**src/rtl/servo_pwm_decoder_pkg.sv**
```systemverilog
// Shared constants, FSM encoding and the width clamp for the servo PWM decoder.
// Parameter defaults assume a 50 MHz clock and a 1 us measurement tick.
package servo_pwm_decoder_pkg;

  localparam int CLK_DIV_DEF = 50;
  localparam int W_MIN_DEF   = 450;
  localparam int W_MAX_DEF   = 2550;
  localparam int P_MIN_DEF   = 15000;
  localparam int P_MAX_DEF   = 25000;
  localparam int TIMEOUT_DEF = 30000;

  localparam int OFFSET_US  = 500;
  localparam int SPAN_US    = 2000;
  localparam int FULL_SCALE = 1023;
  localparam int DIV_STEPS  = 21;

  typedef enum logic [1:0] {
    ST_SYNC = 2'd0,
    ST_HIGH = 2'd1,
    ST_LOW  = 2'd2
  } state_t;

  // Map a raw width onto 0..SPAN_US, saturating outside the nominal servo range.
  function automatic logic [10:0] clamp_width(input logic [15:0] w);
    if (w < 16'(OFFSET_US)) return 11'd0;
    if (w > 16'(OFFSET_US + SPAN_US)) return 11'(SPAN_US);
    return 11'(w - 16'(OFFSET_US));
  endfunction

endpackage

```
**src/rtl/servo_pwm_decoder_if.sv**
```systemverilog
// Signal bundle between the decoder (master) and whoever feeds and reads it (slave).
// Handshake: valid and err are single-cycle strobes with no back-pressure; position,
// width_us and period_us are stable from the valid strobe until the next one.
interface servo_pwm_decoder_if;
  import servo_pwm_decoder_pkg::*;

  logic        pwm_in;
  logic [9:0]  position;
  logic [15:0] width_us;
  logic [15:0] period_us;
  logic        valid;
  logic        err;
  logic        locked;
  state_t      state;

  modport master (
    input  pwm_in,
    output position, width_us, period_us, valid, err, locked, state
  );

  modport slave (
    output pwm_in,
    input  position, width_us, period_us, valid, err, locked, state
  );
endinterface

```
**src/rtl/servo_pwm_decoder_seq_divider.sv**
```systemverilog
// 21-bit by 11-bit restoring divider; the first step runs in the start cycle,
// so done strobes exactly DIV_STEPS cycles after start.
module servo_pwm_decoder_seq_divider
  import servo_pwm_decoder_pkg::*;
#(
  parameter int QW = 10
) (
  input  logic          clk,
  input  logic          rst,
  input  logic          start,
  input  logic [20:0]   dividend,
  input  logic [10:0]   divisor,
  output logic          busy,
  output logic          done,
  output logic [QW-1:0] quotient
);

  logic [10:0] rem, rem_src, rem_nxt;
  logic [20:0] quo, quo_src, quo_nxt;
  logic [11:0] shifted;
  logic [4:0]  steps;

  always_comb begin
    rem_src = start ? 11'd0 : rem;
    quo_src = start ? dividend : quo;
    shifted = {rem_src, quo_src[20]};
    rem_nxt = shifted[10:0];
    quo_nxt = {quo_src[19:0], 1'b0};
    if (shifted >= {1'b0, divisor}) begin
      rem_nxt    = 11'(shifted - {1'b0, divisor});
      quo_nxt[0] = 1'b1;
    end
  end

  always_ff @(posedge clk or posedge rst) begin
    if (rst) begin
      rem   <= '0;
      quo   <= '0;
      steps <= '0;
      busy  <= 1'b0;
      done  <= 1'b0;
    end else begin
      done <= 1'b0;
      if (start) begin
        rem   <= rem_nxt;
        quo   <= quo_nxt;
        steps <= 5'(DIV_STEPS - 1);
        busy  <= 1'b1;
      end else if (busy) begin
        rem   <= rem_nxt;
        quo   <= quo_nxt;
        steps <= steps - 5'd1;
        if (steps == 5'd1) begin
          busy <= 1'b0;
          done <= 1'b1;
        end
      end
    end
  end

  assign quotient = quo[QW-1:0];

endmodule

```
**src/rtl/servo_pwm_decoder.sv**
```systemverilog
// Measures servo pulse width and period on a tick grid, validates each frame and
// converts accepted widths back to a 10-bit position.
module servo_pwm_decoder
  import servo_pwm_decoder_pkg::*;
#(
  parameter int CLK_DIV = CLK_DIV_DEF,
  parameter int W_MIN   = W_MIN_DEF,
  parameter int W_MAX   = W_MAX_DEF,
  parameter int P_MIN   = P_MIN_DEF,
  parameter int P_MAX   = P_MAX_DEF,
  parameter int TIMEOUT = TIMEOUT_DEF
) (
  input logic                 clk,
  input logic                 rst,
  servo_pwm_decoder_if.master bus
);

  localparam int PW = (CLK_DIV > 1) ? $clog2(CLK_DIV) : 1;

  logic [1:0]    sync_q;
  logic          sync_d, rise, fall;
  logic [PW-1:0] pre_cnt;
  logic          tick;
  logic [15:0]   cnt, w_cap, pend_w, pend_p;
  state_t        state;
  logic          div_start, div_busy, div_done;
  logic [20:0]   dividend;
  logic [9:0]    quotient;
  logic [9:0]    position_q;
  logic [15:0]   width_q, period_q;
  logic          valid_q, err_q, locked_q, good_seen;
  logic          timeout, frame_ok;

  always_ff @(posedge clk or posedge rst) begin
    if (rst) begin
      sync_q <= '0;
      sync_d <= 1'b0;
      rise   <= 1'b0;
      fall   <= 1'b0;
    end else begin
      sync_q <= {sync_q[0], bus.pwm_in};
      sync_d <= sync_q[1];
      rise   <= sync_q[1] & ~sync_d;
      fall   <= ~sync_q[1] & sync_d;
    end
  end

  assign tick = (pre_cnt == PW'(CLK_DIV - 1));

  // Free-running prescaler; a rise clears the frame counter even on a tick cycle.
  always_ff @(posedge clk or posedge rst) begin
    if (rst) begin
      pre_cnt <= '0;
      cnt     <= '0;
    end else begin
      pre_cnt <= tick ? '0 : pre_cnt + 1'b1;
      if (rise) cnt <= '0;
      else if (tick && cnt != 16'hFFFF) cnt <= cnt + 16'd1;
    end
  end

  assign timeout  = (cnt >= 16'(TIMEOUT));
  assign frame_ok = (w_cap >= 16'(W_MIN)) && (w_cap <= 16'(W_MAX)) &&
                    (cnt >= 16'(P_MIN)) && (cnt <= 16'(P_MAX)) &&
                    !div_busy && !div_start;

  always_ff @(posedge clk or posedge rst) begin
    if (rst) begin
      state      <= ST_SYNC;
      w_cap      <= '0;
      pend_w     <= '0;
      pend_p     <= '0;
      dividend   <= '0;
      div_start  <= 1'b0;
      position_q <= '0;
      width_q    <= '0;
      period_q   <= '0;
      valid_q    <= 1'b0;
      err_q      <= 1'b0;
      locked_q   <= 1'b0;
      good_seen  <= 1'b0;
    end else begin
      div_start <= 1'b0;
      valid_q   <= 1'b0;
      err_q     <= 1'b0;
      case (state)
        ST_SYNC: if (rise) state <= ST_HIGH;
        ST_HIGH: begin
          if (fall) begin
            w_cap <= cnt;
            state <= ST_LOW;
          end else if (timeout) begin
            state     <= ST_SYNC;
            locked_q  <= 1'b0;
            good_seen <= 1'b0;
          end
        end
        ST_LOW: begin
          if (rise) begin
            state <= ST_HIGH;
            if (frame_ok) begin
              div_start <= 1'b1;
              dividend  <= 21'(clamp_width(w_cap)) * 21'(FULL_SCALE);
              pend_w    <= w_cap;
              pend_p    <= cnt;
            end else begin
              err_q     <= 1'b1;
              locked_q  <= 1'b0;
              good_seen <= 1'b0;
            end
          end else if (timeout) begin
            state     <= ST_SYNC;
            locked_q  <= 1'b0;
            good_seen <= 1'b0;
          end
        end
        default: state <= ST_SYNC;
      endcase
      // A finished divide publishes the frame; the second good one in a row locks.
      if (div_done) begin
        position_q <= quotient;
        width_q    <= pend_w;
        period_q   <= pend_p;
        valid_q    <= 1'b1;
        good_seen  <= 1'b1;
        if (good_seen) locked_q <= 1'b1;
      end
    end
  end

  servo_pwm_decoder_seq_divider #(.QW(10)) u_div (
    .clk      (clk),
    .rst      (rst),
    .start    (div_start),
    .dividend (dividend),
    .divisor  (11'(SPAN_US)),
    .busy     (div_busy),
    .done     (div_done),
    .quotient (quotient)
  );

  assign bus.position  = position_q;
  assign bus.width_us  = width_q;
  assign bus.period_us = period_q;
  assign bus.valid     = valid_q;
  assign bus.err       = err_q;
  assign bus.locked    = locked_q;
  assign bus.state     = state;

endmodule

```
**src/flat_wrapper.sv**
```systemverilog
// flat-port wrapper written by rule: the top's interface ports become plain ports
module servo_pwm_decoder_flat import servo_pwm_decoder_pkg::*;
#(
  parameter int CLK_DIV = CLK_DIV_DEF,
  parameter int W_MIN   = W_MIN_DEF,
  parameter int W_MAX   = W_MAX_DEF,
  parameter int P_MIN   = P_MIN_DEF,
  parameter int P_MAX   = P_MAX_DEF,
  parameter int TIMEOUT = TIMEOUT_DEF
)
  (clk, rst, bus_pwm_in, bus_position, bus_width_us, bus_period_us, bus_valid, bus_err, bus_locked, bus_state);
  servo_pwm_decoder_if bus_i ();
  input logic clk;
  input logic rst;
  input wire logic [$bits(bus_i.pwm_in)-1:0] bus_pwm_in;
  output wire logic [$bits(bus_i.position)-1:0] bus_position;
  output wire logic [$bits(bus_i.width_us)-1:0] bus_width_us;
  output wire logic [$bits(bus_i.period_us)-1:0] bus_period_us;
  output wire logic [$bits(bus_i.valid)-1:0] bus_valid;
  output wire logic [$bits(bus_i.err)-1:0] bus_err;
  output wire logic [$bits(bus_i.locked)-1:0] bus_locked;
  output wire logic [$bits(bus_i.state)-1:0] bus_state;
  assign bus_i.pwm_in = bus_pwm_in;
  assign bus_position = bus_i.position;
  assign bus_width_us = bus_i.width_us;
  assign bus_period_us = bus_i.period_us;
  assign bus_valid = bus_i.valid;
  assign bus_err = bus_i.err;
  assign bus_locked = bus_i.locked;
  assign bus_state = bus_i.state;
  servo_pwm_decoder #(.CLK_DIV(CLK_DIV), .W_MIN(W_MIN), .W_MAX(W_MAX), .P_MIN(P_MIN), .P_MAX(P_MAX), .TIMEOUT(TIMEOUT)) u_core (.clk(clk), .rst(rst), .bus(bus_i));
endmodule
```
**config.mk**
```make
export PLATFORM = sky130hd
export DESIGN_NAME = servo_pwm_decoder_flat
export DESIGN_NICKNAME = d
export VERILOG_FILES = /design/src/rtl/servo_pwm_decoder_pkg.sv /design/src/rtl/servo_pwm_decoder_if.sv /design/src/rtl/servo_pwm_decoder_seq_divider.sv /design/src/rtl/servo_pwm_decoder.sv /design/src/flat_wrapper.sv
export SDC_FILE = /design/constraint.sdc
export NUM_CORES = 1
export LEC_CHECK = 0
export CELL_PAD_IN_SITES_DETAIL_PLACEMENT = 0
export CELL_PAD_IN_SITES_GLOBAL_PLACEMENT = 1
export CORE_MARGIN = 3
export CORE_UTILIZATION = 53
export DETAILED_ROUTE_END_ITERATION = 12
export PLACE_DENSITY_LB_ADDON = 0.15
export SLEW_MARGIN = 20
export SYNTH_ARGS = -nofsm -noshare
export SYNTH_HDL_FRONTEND = slang
export SYNTH_SLANG_ARGS = --single-unit
```
**constraint.sdc**
```tcl
create_clock -name clk -period 13.91 [get_ports clk]
set_input_delay 3.4775 -clock clk [delete_from_list [all_inputs] [get_ports clk]]
set_output_delay 3.4775 -clock clk [all_outputs]
set_load 0.02 [all_outputs]
```
==> results.md <==
* Status: completed
* Critical-path cell list: nor4_1 > nor4b_1 > o21bai_1 > inv_1 > fa_1 > inv_1 > fa_1 > inv_1 > fa_1 > fa_1 > inv_1 > fa_1 > inv_1 > ha_1 > nand2_1 > or4_1 > o21a_1 > o21ai_0 > xnor2_1 > o21ai_0
* Hold_buf cts at 0
* Pre-antenna DRT Iters at 4
* Die footprint at ~22000 um2
* Grt ovf at 0
* Count of pins over their slew limit at 0
* Flip-flop and latch count after synthesis at 184
* VDD IR max at 71.4 uV
* Critical path required time at 14.19 ns
* Mapped Cells at ~1000
* Vias in the first global route at 6680
* Worst-Skew Late Latency at between 0.4 and 0.5 ns
* WP buf/inv at 5
* Mapped Nets at about 1.1k
* Starting Density at 0.544
* Final instance area at 12000 um2
* TritonCTS Buffers at 17
* Postcts setup bufs at 0
* Max Fclk at around 140 MHz
* Crit end category: flip-flop
* RSZ-0062 raised after global routing: no
* Largest delay contributor family on the critical path: adder cells
* Ys Warns at 0
* Power per standard cell area at 91.8 nW/um2
* Worst Setup SP: u_core.w_cap[15]
* Setup TNS at 0 ns
* Die extent in y at 148 um
* Area Growth Syn to Fin at 12.1%
* Top FF cell, synth: dfrtp_1
* Async SR Flop Fraction at 1.00
* Maximum number of pins on one net before global-route repair at 100
* Peak per-stage delay on the critical path at 0.80 ns
* Number of flops mapped to enable cells by yosys at 0
* Die Span X at 148 um
* Drt wl/cell at about 15 um
* Share of cells above drive strength 1 at 0.131
* Clk slew on worst S/H paths at 0.07 ns
* Worst Min Path Start: u_core.sync_q[0]
* Max Cap Viol at 0
* Post-layout util at 0.610
* Final Hold Vio Count at 0
* Initial DRC count at 346
* Core Box Area at 19700 um2
* Crit path kind: reg2reg
* GPL Wtd Cong at 0.858
* Tmin final at 7.19 ns
* Final setup skew at about 0.013 ns
* Startpoint types: flip-flop
* Routed WL at 19800 um
* Post-route ant nets at 0
* Cell Area, Placed at between 10000 and 15000 um2
* Worst R2R Start: u_core.w_cap[15]
* Mean Syn Cell Area at 11.0 um2
* # diodes at 0
* Fin nets at 1124
* Critical Path Fanout Max at 6
* Port Buffers at 49
* Sequential-to-total area share from yosys stat at 0.431
* Leakage power at 6.09 nW
* Distinct cells, synth at 62
* First-pass GRT wire length at between 30000 and 40000 um
* Via count at 6781
* Largest buffer count on any clock path at 2
* Post_cts resized at 0
* Slew margin rel. at 0.310
* Final Cycle Share at 0.517
* Crit path DAT at 7.46 ns
* CTS tree: yes
* Clk Tree Root Cell: clkbuf_16
* Initial antenna violation count at 0
* Slew @ Worst Pin at just over 1 ns
* Final setup fails at 0
* Vias per inst at 5.29
* Global router's overall resource usage at 0.194
* Mapped Area at 10700 um2
* Slowest cell on crit path: nor4b_1
* Tightest Hold Check Type: reg2reg
* Detailed Place HPWL at 14300 um
* # clock sinks at 184
* # DRC at 0
* # rows at 51
* H-tree levels at 4
* # IOs at 50
area by class of cell:
class | count | area, um2
clock buffers | 17 | 425
inverters | 93 | 354
multi-input cells | 655 | 5540
repair buffers | 53 | 524
clock inverters | 15 | 203
flip-flops and latches | 184 | 4610
well taps | 265 | 332
fillers | 1698 | 7670
routing by layer:
metal | vias to the layer above | global-route usage | part of all wire
met5 | - | 0 | 0
met4 | 0 | 0.0485 | 0.0089
met3 | 12 | 0.0340 | 0.032
met2 | 94 | 0.284 | 0.43
met1 | 3319 | 0.301 | 0.52
li1 | 3356 | - | -
stage by stage:
stage / std cells / hold slack [ns] / power, W / setup slack, ns
after floorplan: 975 / 0.331 / 0.000589 / 5.43
after global placement: 1250 / 0.341 / 0.000604 / 6.99
after detailed placement: 1250 / 0.340 / 0.000605 / 6.74
after CTS: 1282 / 0.359 / 0.00112 / 6.73
after global routing: 1282 / 0.363 / 0.00115 / 6.17
final: 1282 / 0.354 / 0.00110 / 6.72
worst paths after layout:
kind | end | slack [ns] | depth (start not counted)
max | u_core.dividend[19] | 6.72 | 20
min | u_core.sync_q[1] | 0.35 | 0
max reg2reg | u_core.dividend[19] | 6.72 | 20
min reg2reg | u_core.sync_q[1] | 0.35 | 0
max in group asynchronous | u_core.w_cap[0] | 9.05 | 3
min in group asynchronous | u_core.bus.width_us[15] | 3.63 | 2
cells in the final DEF, fill, tap and decap left out, types with 5 or more instances in the layout:
master           instances
mux2_4                  16
and2_1                   9
dfrtp_1                182
mux2_2                  66
xnor2_1                 26
inv_1                   91
a211oi_1                 5
xor2_1                  24
a21o_1                  11
ha_1                    67
fa_1                    50
nand3_1                 18
a21oi_1                 30
nor3_1                  12
inv_6                    7
nand4_1                 11
o21ai_0                 59
clkbuf_16               17
clkdlybuf4s50_1         49
nor2b_1                  8
nand2_1                 85
or2_2                    6
mux2i_1                 29
nor2_1                  59
report_power, final:
group	switching [W]	internal (W)	total [W]	leakage, nW
logic	0.0000320	0.0000178	0.0000498	3.24
registers	0.00000505	0.000538	0.000543	2.54
clock network	0.000230	0.000277	0.000506	0.307
registers in the layout, summed over array words and instances (netlist names), 2 cells and up:
signal	flops
u_core.cnt	16
u_core.w_cap	16
u_core.bus.state	2
u_core.pend_p	16
u_core.u_div.steps	5
u_core.u_div.quo	21
u_core.sync_q	2
u_core.u_div.rem	11
u_core.pend_w	16
u_core.bus.position	10
u_core.bus.width_us	16
u_core.bus.period_us	16
u_core.dividend	21
u_core.pre_cnt	6
synthesized netlist by cell type, drive strengths merged (3+ instances only):
| cell type | count | area (um2) |
|---|---|---|
| xor2 | 24 | 210 |
| or2 | 6 | 37.5 |
| a211oi | 5 | 37.5 |
| dfrtp | 184 | 4600 |
| nor2b | 8 | 50.1 |
| buf | 15 | 95.1 |
| nor3 | 12 | 60.1 |
| a21o | 11 | 82.6 |
| and2 | 9 | 56.3 |
| nand2b | 4 | 25.0 |
| or3 | 3 | 18.8 |
| ha | 67 | 838 |
| nand4 | 11 | 68.8 |
| nand2 | 85 | 319 |
| a2111oi | 4 | 41.3 |
| o21a | 3 | 22.5 |
| mux2 | 82 | 983 |
| and3 | 3 | 18.8 |
| o21ai | 60 | 300 |
| fa | 50 | 1000 |
| xnor2 | 26 | 228 |
| clkbuf | 28 | 105 |
| o211a | 3 | 30.0 |
| nor2 | 60 | 228 |
| o21bai | 3 | 22.5 |
| a211o | 3 | 26.3 |
| mux2i | 29 | 290 |
| a21oi | 30 | 150 |
| nand3 | 19 | 100 |
| inv | 93 | 349 |
| a31oi | 4 | 25.0 |
| o31ai | 4 | 30.0 |
cell families after synthesis:
group / synth area share
AOI/OAI and AO/OA: 0.0864
xor gates and xnor gates: 0.0410
adders and majority gates: 0.172
buffers and inverters: 0.0514
DFF: 0.431
muxes: 0.119
and+or+nand+nor: 0.0995
worst reg2reg max path, stage by stage (launching register included):
cell	delay, ns
dfrtp_1	0.38
nor4_1	0.70
nor4b_1	0.80
o21bai_1	0.45
inv_1	0.23
fa_1	0.61
inv_1	0.10
fa_1	0.54
inv_1	0.05
fa_1	0.47
fa_1	0.54
inv_1	0.05
fa_1	0.49
inv_1	0.04
ha_1	0.34
nand2_1	0.06
or4_1	0.49
o21a_1	0.24
o21ai_0	0.22
xnor2_1	0.16
o21ai_0	0.09
No activity file was read; power rests on OpenSTA's default activity.
